--- src/rtl/operand_fetch_if.sv ---
// rtl/operand_fetch_if.sv - decode, register file, writeback and execute signals of operand_fetch
interface operand_fetch_if #(
  parameter int CTRL_W = 16,
  parameter int PC_W   = 32
);
  // decode side
  logic              in_valid;
  logic              in_ready;
  logic [PC_W-1:0]   in_pc;
  logic [CTRL_W-1:0] in_ctrl;
  logic [4:0]        in_rj;
  logic [4:0]        in_rk;
  logic [4:0]        in_rd;
  logic              in_rd_we;
  // register file read ports (registered, one cycle latency)
  logic [4:0]        rf_raddr1;
  logic [4:0]        rf_raddr2;
  logic [31:0]       rf_rdata1;
  logic [31:0]       rf_rdata2;
  // writeback (same signals feed the register file)
  logic              wb_we;
  logic [4:0]        wb_waddr;
  logic [31:0]       wb_wdata;
  // execute side
  logic              out_valid;
  logic              out_ready;
  logic [PC_W-1:0]   out_pc;
  logic [CTRL_W-1:0] out_ctrl;
  logic [31:0]       out_src1;
  logic [31:0]       out_src2;
  logic [4:0]        out_rd;
  logic              out_rd_we;

  // upstream/testbench view: drives decode, rf data, writeback and out_ready
  modport master (
    output in_valid, in_pc, in_ctrl, in_rj, in_rk, in_rd, in_rd_we,
    output rf_rdata1, rf_rdata2,
    output wb_we, wb_waddr, wb_wdata,
    output out_ready,
    input  in_ready, rf_raddr1, rf_raddr2,
    input  out_valid, out_pc, out_ctrl, out_src1, out_src2, out_rd, out_rd_we
  );

  // operand_fetch view
  modport slave (
    input  in_valid, in_pc, in_ctrl, in_rj, in_rk, in_rd, in_rd_we,
    input  rf_rdata1, rf_rdata2,
    input  wb_we, wb_waddr, wb_wdata,
    input  out_ready,
    output in_ready, rf_raddr1, rf_raddr2,
    output out_valid, out_pc, out_ctrl, out_src1, out_src2, out_rd, out_rd_we
  );
endinterface

--- src/rtl/operand_fetch.sv ---
// rtl/operand_fetch.sv - operand fetch stage with writeback bypass and scoreboard; optional counters under OPERAND_FETCH_STALL_CNT_EN
module operand_fetch #(
  parameter int CTRL_W = 16,
  parameter int PC_W   = 32
) (
  input  logic clk,
  input  logic reset,
  operand_fetch_if.slave bus
`ifdef OPERAND_FETCH_STALL_CNT_EN
  ,
  output logic [31:0] stall_cnt,
  output logic [31:0] issue_cnt
`endif
);

  localparam logic [1:0] S_EMPTY = 2'd0;
  localparam logic [1:0] S_READ  = 2'd1;
  localparam logic [1:0] S_HOLD  = 2'd2;

  logic [1:0]        state_q, state_d;
  logic [31:0]       pending_q, pending_d;
  logic [PC_W-1:0]   pc_q, pc_d;
  logic [CTRL_W-1:0] ctrl_q, ctrl_d;
  logic [4:0]        rd_q, rd_d;
  logic              rd_we_q, rd_we_d;
  logic [4:0]        rj_q, rj_d;
  logic [4:0]        rk_q, rk_d;
  logic              byp_we_q, byp_we_d;
  logic [4:0]        byp_addr_q, byp_addr_d;
  logic [31:0]       byp_data_q, byp_data_d;
  logic [31:0]       hold_src1_q, hold_src1_d;
  logic [31:0]       hold_src2_q, hold_src2_d;

  logic              out_valid;
  logic              out_fire;
  logic [31:0]       wb_clr;
  logic [31:0]       pending_eff;
  logic              hazard;
  logic              in_ready;
  logic              accept;
  logic [31:0]       read_src1;
  logic [31:0]       read_src2;

  // Register-file data is from before the write on the same edge, so a
  // write registered alongside the read must override it; r0 reads as zero.
  function automatic logic [31:0] pick_src(
    input logic [4:0]  src,
    input logic [31:0] rdata,
    input logic        byp_we,
    input logic [4:0]  byp_addr,
    input logic [31:0] byp_data
  );
    logic [31:0] val;
    if (src == 5'd0) begin
      val = 32'd0;
    end else if (byp_we && (byp_addr == src)) begin
      val = byp_data;
    end else begin
      val = rdata;
    end
    return val;
  endfunction

  // Hazard detection: a pending bit being retired by this cycle's writeback no longer blocks
  always_comb begin
    wb_clr = 32'd0;
    if (bus.wb_we) begin
      wb_clr[bus.wb_waddr] = 1'b1;
    end
    pending_eff = pending_q & ~wb_clr;
    hazard = 1'b0;
    if ((bus.in_rj != 5'd0) && pending_eff[bus.in_rj]) begin
      hazard = 1'b1;
    end
    if ((bus.in_rk != 5'd0) && pending_eff[bus.in_rk]) begin
      hazard = 1'b1;
    end
    if (bus.in_rd_we && (bus.in_rd != 5'd0) && pending_eff[bus.in_rd]) begin
      hazard = 1'b1;
    end
  end

  // Handshake and read-address generation
  always_comb begin
    out_valid = (state_q != S_EMPTY);
    out_fire  = out_valid && bus.out_ready;
    in_ready  = ((state_q == S_EMPTY) || out_fire) && !hazard;
    accept    = bus.in_valid && in_ready;
    read_src1 = pick_src(rj_q, bus.rf_rdata1, byp_we_q, byp_addr_q, byp_data_q);
    read_src2 = pick_src(rk_q, bus.rf_rdata2, byp_we_q, byp_addr_q, byp_data_q);
  end

  assign bus.in_ready  = in_ready;
  assign bus.rf_raddr1 = accept ? bus.in_rj : 5'd0;
  assign bus.rf_raddr2 = accept ? bus.in_rk : 5'd0;

  assign bus.out_valid = out_valid;
  assign bus.out_pc    = pc_q;
  assign bus.out_ctrl  = ctrl_q;
  assign bus.out_rd    = rd_q;
  assign bus.out_rd_we = rd_we_q;
  assign bus.out_src1  = (state_q == S_READ) ? read_src1 : hold_src1_q;
  assign bus.out_src2  = (state_q == S_READ) ? read_src2 : hold_src2_q;

  // Next-state: FSM, instruction capture, bypass registers, hold registers, scoreboard
  always_comb begin
    state_d     = state_q;
    pc_d        = pc_q;
    ctrl_d      = ctrl_q;
    rd_d        = rd_q;
    rd_we_d     = rd_we_q;
    rj_d        = rj_q;
    rk_d        = rk_q;
    hold_src1_d = hold_src1_q;
    hold_src2_d = hold_src2_q;

    // writeback is sampled every cycle so it lines up with the rf read data
    byp_we_d    = bus.wb_we;
    byp_addr_d  = bus.wb_waddr;
    byp_data_d  = bus.wb_wdata;

    if (accept) begin
      pc_d    = bus.in_pc;
      ctrl_d  = bus.in_ctrl;
      rd_d    = bus.in_rd;
      rd_we_d = bus.in_rd_we;
      rj_d    = bus.in_rj;
      rk_d    = bus.in_rk;
    end

    case (state_q)
      S_EMPTY: begin
        if (accept) begin
          state_d = S_READ;
        end
      end
      S_READ: begin
        if (bus.out_ready) begin
          state_d = accept ? S_READ : S_EMPTY;
        end else begin
          // rf data is only valid this one cycle; park it
          hold_src1_d = read_src1;
          hold_src2_d = read_src2;
          state_d     = S_HOLD;
        end
      end
      S_HOLD: begin
        if (bus.out_ready) begin
          state_d = accept ? S_READ : S_EMPTY;
        end
      end
      default: begin
        state_d = S_EMPTY;
      end
    endcase

    // clear first so a same-cycle set on the same bit wins
    pending_d = pending_q & ~wb_clr;
    if (accept && bus.in_rd_we && (bus.in_rd != 5'd0)) begin
      pending_d[bus.in_rd] = 1'b1;
    end
    pending_d[0] = 1'b0;
  end

  // State registers with synchronous reset
  always_ff @(posedge clk) begin
    if (reset) begin
      state_q     <= S_EMPTY;
      pending_q   <= 32'd0;
      pc_q        <= '0;
      ctrl_q      <= '0;
      rd_q        <= 5'd0;
      rd_we_q     <= 1'b0;
      rj_q        <= 5'd0;
      rk_q        <= 5'd0;
      byp_we_q    <= 1'b0;
      byp_addr_q  <= 5'd0;
      byp_data_q  <= 32'd0;
      hold_src1_q <= 32'd0;
      hold_src2_q <= 32'd0;
    end else begin
      state_q     <= state_d;
      pending_q   <= pending_d;
      pc_q        <= pc_d;
      ctrl_q      <= ctrl_d;
      rd_q        <= rd_d;
      rd_we_q     <= rd_we_d;
      rj_q        <= rj_d;
      rk_q        <= rk_d;
      byp_we_q    <= byp_we_d;
      byp_addr_q  <= byp_addr_d;
      byp_data_q  <= byp_data_d;
      hold_src1_q <= hold_src1_d;
      hold_src2_q <= hold_src2_d;
    end
  end

`ifdef OPERAND_FETCH_STALL_CNT_EN
  logic [31:0] stall_cnt_q, stall_cnt_d;
  logic [31:0] issue_cnt_q, issue_cnt_d;

  // Free-running wrap-around counters of stalled and issued cycles
  always_comb begin
    stall_cnt_d = stall_cnt_q;
    issue_cnt_d = issue_cnt_q;
    if (bus.in_valid && hazard) begin
      stall_cnt_d = stall_cnt_q + 32'd1;
    end
    if (out_fire) begin
      issue_cnt_d = issue_cnt_q + 32'd1;
    end
  end

  // Counter registers
  always_ff @(posedge clk) begin
    if (reset) begin
      stall_cnt_q <= 32'd0;
      issue_cnt_q <= 32'd0;
    end else begin
      stall_cnt_q <= stall_cnt_d;
      issue_cnt_q <= issue_cnt_d;
    end
  end

  assign stall_cnt = stall_cnt_q;
  assign issue_cnt = issue_cnt_q;
`endif

endmodule
--- src/flat_wrapper.sv ---
// flat-port wrapper written by rule: the top's interface ports become plain ports
module operand_fetch_flat 
#(
  parameter int CTRL_W = 16,
  parameter int PC_W   = 32
)
  (clk, reset, bus_in_valid, bus_in_pc, bus_in_ctrl, bus_in_rj, bus_in_rk, bus_in_rd, bus_in_rd_we, bus_rf_rdata1, bus_rf_rdata2, bus_wb_we, bus_wb_waddr, bus_wb_wdata, bus_out_ready, bus_in_ready, bus_rf_raddr1, bus_rf_raddr2, bus_out_valid, bus_out_pc, bus_out_ctrl, bus_out_src1, bus_out_src2, bus_out_rd, bus_out_rd_we);
  operand_fetch_if #(.CTRL_W(CTRL_W), .PC_W(PC_W)) bus_i ();
  input  logic clk;
  input  logic reset;
  input wire logic [$bits(bus_i.in_valid)-1:0] bus_in_valid;
  input wire logic [$bits(bus_i.in_pc)-1:0] bus_in_pc;
  input wire logic [$bits(bus_i.in_ctrl)-1:0] bus_in_ctrl;
  input wire logic [$bits(bus_i.in_rj)-1:0] bus_in_rj;
  input wire logic [$bits(bus_i.in_rk)-1:0] bus_in_rk;
  input wire logic [$bits(bus_i.in_rd)-1:0] bus_in_rd;
  input wire logic [$bits(bus_i.in_rd_we)-1:0] bus_in_rd_we;
  input wire logic [$bits(bus_i.rf_rdata1)-1:0] bus_rf_rdata1;
  input wire logic [$bits(bus_i.rf_rdata2)-1:0] bus_rf_rdata2;
  input wire logic [$bits(bus_i.wb_we)-1:0] bus_wb_we;
  input wire logic [$bits(bus_i.wb_waddr)-1:0] bus_wb_waddr;
  input wire logic [$bits(bus_i.wb_wdata)-1:0] bus_wb_wdata;
  input wire logic [$bits(bus_i.out_ready)-1:0] bus_out_ready;
  output wire logic [$bits(bus_i.in_ready)-1:0] bus_in_ready;
  output wire logic [$bits(bus_i.rf_raddr1)-1:0] bus_rf_raddr1;
  output wire logic [$bits(bus_i.rf_raddr2)-1:0] bus_rf_raddr2;
  output wire logic [$bits(bus_i.out_valid)-1:0] bus_out_valid;
  output wire logic [$bits(bus_i.out_pc)-1:0] bus_out_pc;
  output wire logic [$bits(bus_i.out_ctrl)-1:0] bus_out_ctrl;
  output wire logic [$bits(bus_i.out_src1)-1:0] bus_out_src1;
  output wire logic [$bits(bus_i.out_src2)-1:0] bus_out_src2;
  output wire logic [$bits(bus_i.out_rd)-1:0] bus_out_rd;
  output wire logic [$bits(bus_i.out_rd_we)-1:0] bus_out_rd_we;
  assign bus_i.in_valid = bus_in_valid;
  assign bus_i.in_pc = bus_in_pc;
  assign bus_i.in_ctrl = bus_in_ctrl;
  assign bus_i.in_rj = bus_in_rj;
  assign bus_i.in_rk = bus_in_rk;
  assign bus_i.in_rd = bus_in_rd;
  assign bus_i.in_rd_we = bus_in_rd_we;
  assign bus_i.rf_rdata1 = bus_rf_rdata1;
  assign bus_i.rf_rdata2 = bus_rf_rdata2;
  assign bus_i.wb_we = bus_wb_we;
  assign bus_i.wb_waddr = bus_wb_waddr;
  assign bus_i.wb_wdata = bus_wb_wdata;
  assign bus_i.out_ready = bus_out_ready;
  assign bus_in_ready = bus_i.in_ready;
  assign bus_rf_raddr1 = bus_i.rf_raddr1;
  assign bus_rf_raddr2 = bus_i.rf_raddr2;
  assign bus_out_valid = bus_i.out_valid;
  assign bus_out_pc = bus_i.out_pc;
  assign bus_out_ctrl = bus_i.out_ctrl;
  assign bus_out_src1 = bus_i.out_src1;
  assign bus_out_src2 = bus_i.out_src2;
  assign bus_out_rd = bus_i.out_rd;
  assign bus_out_rd_we = bus_i.out_rd_we;
  operand_fetch #(.CTRL_W(CTRL_W), .PC_W(PC_W)) u_core (.clk(clk), .reset(reset), .bus(bus_i));
endmodule
--- config.mk ---
export PLATFORM = sky130hd
export DESIGN_NAME = operand_fetch_flat
export DESIGN_NICKNAME = d
export VERILOG_FILES = /design/src/rtl/operand_fetch_if.sv /design/src/rtl/operand_fetch.sv /design/src/flat_wrapper.sv
export SDC_FILE = /design/constraint.sdc
export NUM_CORES = 1
export LEC_CHECK = 0
export BUFFER_PORTS_ARGS = -buffer_cell sky130_fd_sc_hd__buf_2
export CORE_ASPECT_RATIO = 1.25
export CORE_MARGIN = 2
export CORE_UTILIZATION = 35
export CTS_BUF_LIST = sky130_fd_sc_hd__clkbuf_4
export DETAILED_ROUTE_END_ITERATION = 8
export PLACE_DENSITY = 0.55
export REMOVE_ABC_BUFFERS = 1
export SETUP_SLACK_MARGIN = 0.05
export SYNTH_ARGS = -nofsm -noshare
export SYNTH_HDL_FRONTEND = slang
export SYNTH_SLANG_ARGS = --single-unit
--- constraint.sdc ---
create_clock -name clk -period 4.2 [get_ports clk]
set_input_delay 0.63 -clock clk [delete_from_list [all_inputs] [get_ports clk]]
set_output_delay 0.63 -clock clk [all_outputs]
set_load 0.02 [all_outputs]
==> results of run 1 <==
## final cells by class
type | instances | area, um2
Clock inverter | 14 | 168.9
Fill cell | 2962 | 16340
Antenna cell | 2 | 5.005
Sequential cell | 199 | 3984
Timing Repair Buffer | 338 | 1833
Clock buffer | 18 | 135.1
Tap cell | 390 | 488.0
Multi-Input combinational cell | 844 | 5545
Inverter | 21 | 78.83
## metal layers
| layer | global-route usage | part of all wire |
|---|---|---|
| met1 | 0.2947 | 0.42 |
| met2 | 0.3687 | 0.47 |
| met3 | 0.05284 | 0.078 |
| met4 | 0.08189 | 0.027 |
| met5 | 0 | 0.00036 |
## layout by cell type (no fill, tap or decap), drive strengths merged, types with 4 or more instances in the layout
cell type / Yosys / final
buf: 59 / 338
dfxtp: 199 / 199
o31ai: 134 / 134
a21oi: 129 / 129
nor2: 82 / 82
mux2i: 71 / 71
nand2: 71 / 71
nor3: 69 / 69
nand4: 68 / 68
nor2b: 40 / 40
o21ai: 35 / 35
o32ai: 31 / 31
inv: 20 / 26
clkbuf: 69 / 18
xor2: 14 / 14
mux4: 12 / 12
nand3: 11 / 11
o22ai: 7 / 7
o311ai: 7 / 7
or3: 6 / 6
nand2b: 6 / 6
clkinv: 1 / 4
or4: 4 / 4
mux2: 4 / 4
or2: 4 / 4
## worst max path at each step
stage,to,cells past startpoint,slack (ps),start
6_report,bus_rf_raddr2[0],10,190,bus_wb_waddr[0]
5_1_grt,bus_rf_raddr1[3],10,110,bus_wb_waddr[0]
4_1_cts,bus_rf_raddr2[3],10,240,u_core.pending_q[29]
3_5_place_dp,bus_rf_raddr2[0],10,280,bus_wb_waddr[0]
3_3_place_gp,u_core.rj_q[3],10,320,bus_wb_waddr[0]
2_1_floorplan,u_core.hold_src1_q[0],5,-1340,u_core.state_q[1]
## power breakdown
group | total (mW) | internal [mW] | switching [mW]
clock | 1.14 | 0.426 | 0.714
sequential | 2.00 | 1.96 | 0.0434
combinational | 0.927 | 0.288 | 0.638
total | 4.07 | 2.67 | 1.40
## repair_timing
item / CTS / global route
buffers inserted: 0 / 2
hold endpoints to repair: 0 / 0
setup endpoints to repair: 0 / 4
## worst max-delay path: stages
cell and delay (ps):
buf_2 160, nand2_1 380, o21ai_1 230, mux4_2 510, mux2_2 280, a2111o_1 470
o41a_2 280, nand4_1 200, inv_1 70, buf_2 160
## logic make-up after synthesis
family,count (synthesis),share of synthesized area
buffers and inverters,149,0.07028
and+or+nand+nor,381,0.1924
DFF,199,0.3905
muxes,87,0.1006
AOI/OAI and AO/OA,358,0.2306
adders and majority gates,1,0.0009813
xor gates and xnor gates,17,0.01460
## flip-flops by register name, indices dropped and copies added, names as in the netlist, 16 cells and up
name                 cells
u_core.bus.out_pc       32
u_core.byp_data_q       32
u_core.hold_src1_q      32
u_core.hold_src2_q      32
u_core.pending_q        31
u_core.bus.out_ctrl     16
==> metrics.cfg, run 1 <==
[hold_path]
hold_class=primary input to register
min_path_cells=2
worstHoldEndpoint=u_core.byp_data_q[29]
worstHoldStart=bus_wb_wdata[29]

[drt]
first_iter_violations=820
vias=10450
drtAntennaViolNets=0
drc=0
first_pass_iters=5
wl_per_cell_um=19.70
viasPerCell=5.725
totalWireLength_um=35970

[logic_synthesis]
synth_cell_types=63
yosysWarningCount=0
yosysSeqAreaShare=0.3905
ys_top_cells_by_area=dfxtp_1, o31ai_1, mux2i_1
yosys_most_used_dff=dfxtp_1
synth_area_leader_cell=dfxtp_1
ys_top_cells_by_count=dfxtp_1, o31ai_1, a21oi_1, nor2_1
synth_async_sr_flop_share=0
synthCells=1192
post-synth-top-count-cell=dfxtp_1
ys_seq_elements=199
synth.avg_cell_area_um2=8.558
synth_top_cell_area_share=0.3905
syn_area_mm2=0.01020
synth_edf_count=0

[power]
worst_ir_drop_vdd_uv=219.4
leakage_nw=4.870
power_mw=4.071
power_density_mw_per_mm2=332.7

[global_route]
grt_remaining_overflow=0
grt_pass1_wl_um=55010
antenna_found_initial=3
first_global_vias=9882
grtUsageTotal=0.2275
grt_start_max_net_pins=71

[floorplan]
ios=300
die_area_mm2=0.03054
fp.dieW_um=156.7
num_rows=69
initial_core_util=0.3570
core_mm2=0.02858
die_h_um=194.9

[clocking]
clk_latency_ps=610
cts_buffers=17
holdBufCountCts=0
cts_max_path_buffers=2
cts_root_buf=clkbuf_4
clk_pin_slew_ps=170
cts_htree_levels=4
cts_resized=0
cts_sinks=199
cts_tree=done

[sta]
finalCritPeriodShare=0.9540
worst_hold_slack_ps=228.3
tightest_slew_ps=1144
tns_ps=0
hold_viol=0
period_minus_slack_ps=4007
slew_headroom=0.2365
slew_violations=0
timing.fmax_ghz=0.2496
final-setup-viol-count=0
skew_ps=35.63
setup_slack_ps=193.0
rsz0062_at_grt=false

[setup_path]
r2r-start=u_core.pending_q[29]
reg2reg_depth=11
crit_arrival_ps=3380
crit_path_start_kind=primary input
regToRegSetupSlack_ps=980
path_class=primary input to output port
required_ps=3570
critPathMaxFanout=14
endpoint_kind=output port
r2r-end=u_core.pending_q[12]

[placement]
post-place-ws_ps=275.3
dp_hpwl_um=24980
io_buffers=299
dp.cells=1790
dpl_cell_area_mm2=0.01190
place.gp.congestion=0.9587

[finish]
post_route_cells_drive_above_1_share=0.2796
syn_to_final_growth_pct=19.97
post-route-util=0.4283
final_design_area_no_fill_mm2=0.01224
finalNonFillerCells=1826
nNetsFinal=1591

[run_status]
outcome=finished, final reports clean

[job]
drv_cap=0

(Power assumes the default switching activity.)
==> inputs of run 2 (changes only) <==
BUFFER_PORTS_ARGS = default   (was -buffer_cell sky130_fd_sc_hd__buf_2)
CORE_ASPECT_RATIO = default   (was 1.25)
DONT_BUFFER_PORTS = 1   (was default)
PLACE_DENSITY = 0.46   (was 0.55)
==> run 2 against run 1 <==
  * Non-clock buffer count is 311 lower
  * Utilization down 5.9 points
  * Clock-buffer cell count increased by 2
  * Sequential power increased by 3%
  * Maximum frequency grew 4.3%
  * Cell count fell by 17%
  * Via count is 13% lower
  * Critical endpoint is now bus_out_src2[3]
  * Die area about the same
  * Wire length is 6.3% lower
==> metrics.cfg, run 2 (synthesis gave the netlist of run 1 again) <==
[run_status]
outcome=finished, final reports clean  ; unchanged

[power]
pwr-share-comb=0.170  ; was 0.228
switching_power_mw=1.247  ; was 1.396 mW
pwr-share-seq=0.547  ; was 0.492
power_mw=3.755  ; was 4.071 mW
leakage_nw=3.435  ; was 4.870 nW
worst_ir_drop_vdd_uv=141.2  ; was 219.4 uV
power_density_mw_per_mm2=354.4  ; was 332.7 mW/mm2
p_int_mw=2.508  ; was 2.675 mW
clkPwrFrac=0.283  ; was 0.280
p_sw_frac=0.3322  ; was 0.3429

[placement]
dp_hpwl_um=21640  ; was 24980 um
dp.cells=1475  ; was 1790
io_buffers=0  ; was 299
dpl_cell_area_mm2=0.01032  ; was 0.01190 mm2
place.gp.congestion=0.9046  ; was 0.9587
post-place-ws_ps=412.4  ; was 275.3 ps

[clocking]
cts_buffers=17  ; unchanged
cts_resized=0  ; unchanged
post-cts-setup-buffers=0  ; unchanged
holdBufCountCts=0  ; unchanged
cts_htree_levels=4  ; unchanged
cts_tree=done  ; unchanged
clk_pin_slew_ps=170  ; about the same
cts_max_path_buffers=2  ; unchanged
cts_root_buf=clkbuf_4  ; unchanged
clk_latency_ps=600  ; was 610 ps
cts_sinks=199  ; unchanged

[setup_path]
critPathMaxFanout=32  ; was 14
r2r-end=u_core.bus.out_rd_we  ; was u_core.pending_q[12]
crit_arrival_ps=3210  ; was 3380 ps
path_class=register to output port  ; was primary input to output port
reg2reg_depth=8  ; was 11
required_ps=3570  ; about the same
r2r-start=u_core.pending_q[15]  ; was u_core.pending_q[29]
crit_path_start_kind=register  ; was primary input
regToRegSetupSlack_ps=1190  ; was 980 ps
endpoint_kind=output port  ; unchanged

[global_route]
grt_pass1_wl_um=51170  ; was 55010 um
first_global_vias=8542  ; was 9882
antenna_found_initial=1  ; was 3
grt_start_max_net_pins=205  ; was 71
grt_remaining_overflow=0  ; unchanged
grtUsageTotal=0.2119  ; was 0.2275

[drt]
first_pass_iters=5  ; unchanged
wl_per_cell_um=22.36  ; was 19.70 um
viasPerCell=6.025  ; was 5.725
drc=0  ; unchanged
totalWireLength_um=33700  ; was 35970 um
drtAntennaViolNets=0  ; unchanged
vias=9080  ; was 10450
first_iter_violations=816  ; was 820

[finish]
n_fill_cell=2945  ; was 2962
post_route_cells_drive_above_1_share=0.08200  ; was 0.2796
nNetsFinal=1280  ; was 1591
final_common_cell=dfxtp_1  ; was buf_2
syn_to_final_growth_pct=3.864  ; was 19.97%
final_cell_mix=dfxtp_1, o31ai_1, a21oi_1  ; was buf_2, dfxtp_1, o31ai_1
finalNonFillerCells=1507  ; was 1826
final_design_area_no_fill_mm2=0.01060  ; was 0.01224 mm2
post-route-util=0.3691  ; was 0.4283

[sta]
timing.fmax_ghz=0.2603  ; was 0.2496 GHz
period_minus_slack_ps=3841  ; was 4007 ps
final-setup-viol-count=0  ; unchanged
hold_viol=0  ; unchanged
rsz0062_at_grt=false  ; unchanged
skew_ps=23.32  ; was 35.63 ps
finalCritPeriodShare=0.9145  ; was 0.9540
slew_violations=0  ; unchanged
tightest_slew_ps=1169  ; was 1144 ps
worst_hold_slack_ps=81.61  ; was 228.3 ps
slew_headroom=0.2209  ; was 0.2365
tns_ps=0  ; unchanged
setup_slack_ps=359.0  ; was 193.0 ps

[hold_path]
worstHoldEndpoint=u_core.bus.out_ctrl[8]  ; was u_core.byp_data_q[29]
worstHoldStart=reset  ; was bus_wb_wdata[29]
hold_class=primary input to register  ; unchanged
min_path_cells=1  ; was 2

[floorplan]
initial_core_util=0.3554  ; was 0.3570
core_mm2=0.02870  ; was 0.02858 mm2
ios=300  ; unchanged
die_h_um=174.7  ; was 194.9 um
num_rows=62  ; was 69
die_area_mm2=0.03053  ; was 0.03054 mm2
fp.dieW_um=174.7  ; was 156.7 um

[job]
drv_cap=0  ; unchanged

==> run 2: changes by cell type in the layout (fill, tap and decap cells not counted) <==
| cell | delta |
|---|---|
| clkbuf_4 | +2 |
| diode_2 | -1 |
| bufinv_16 | -1 |
| buf_2 | -298 |
| clkinv_1 | -3 |
| inv_6 | -5 |
| buf_12 | -1 |
| buf_6 | -1 |
| clkinv_4 | +2 |
| clkinv_2 | +2 |
| buf_4 | -11 |
| clkinvlp_4 | +2 |
==> run 2: worst max path at each step <==
stage / start / end / cells past startpoint
3_5_place_dp: bus_wb_waddr[0] / bus_rf_raddr2[2] / 9
4_1_cts: u_core.rj_q[3] / bus_out_src1[5] / 6
6_report: u_core.rk_q[1] / bus_out_src2[3] / 6
3_3_place_gp: bus_wb_waddr[0] / bus_rf_raddr2[2] / 9
2_1_floorplan: u_core.state_q[1] / u_core.hold_src1_q[0] / 5
5_1_grt: u_core.rk_q[1] / bus_out_src2[25] / 6
==> run 2: power groups by stage <==
| stage | registers [mW] | logic (mW) | clock network (mW) |
|---|---|---|---|
| 2_1_floorplan | 2.08 | 0.435 | 0 |
| 3_3_place_gp | 2.10 | 0.644 | 0 |
| 3_5_place_dp | 2.10 | 0.642 | 0 |
| 4_1_cts | 2.06 | 0.639 | 1.12 |
| 5_1_grt | 2.07 | 0.696 | 1.19 |
| 6_report | 2.06 | 0.637 | 1.06 |
==> run 2: critical path: stages (launching register included) <==
cell	delay, ps
dfxtp_1	400
xor2_1	180
nor4_1	260
and3_2	210
buf_4	500
mux2i_1	270
o31ai_1	760
==> run 2: per-layer routing <==
layer	GRT usage	share of wire	vias to the layer above
met5	0	0	-
met4	0.05729	0.015	0
met3	0.05962	0.086	38
met2	0.3396	0.47	425
met1	0.2801	0.43	4305
li1	-	-	4312
==> run 2: area by class of cell <==
type,count,area (um2),area share
tap,384,480.5,0.04535
antenna,1,2.502,0.0002362
timing repair buffer,27,227.7,0.02149
sequential,199,3984,0.3760
multi-input combinational,844,5545,0.5234
inverter,21,78.83,0.007440
clock buffer,20,150.1,0.01417
clock inverter,11,126.4,0.01193
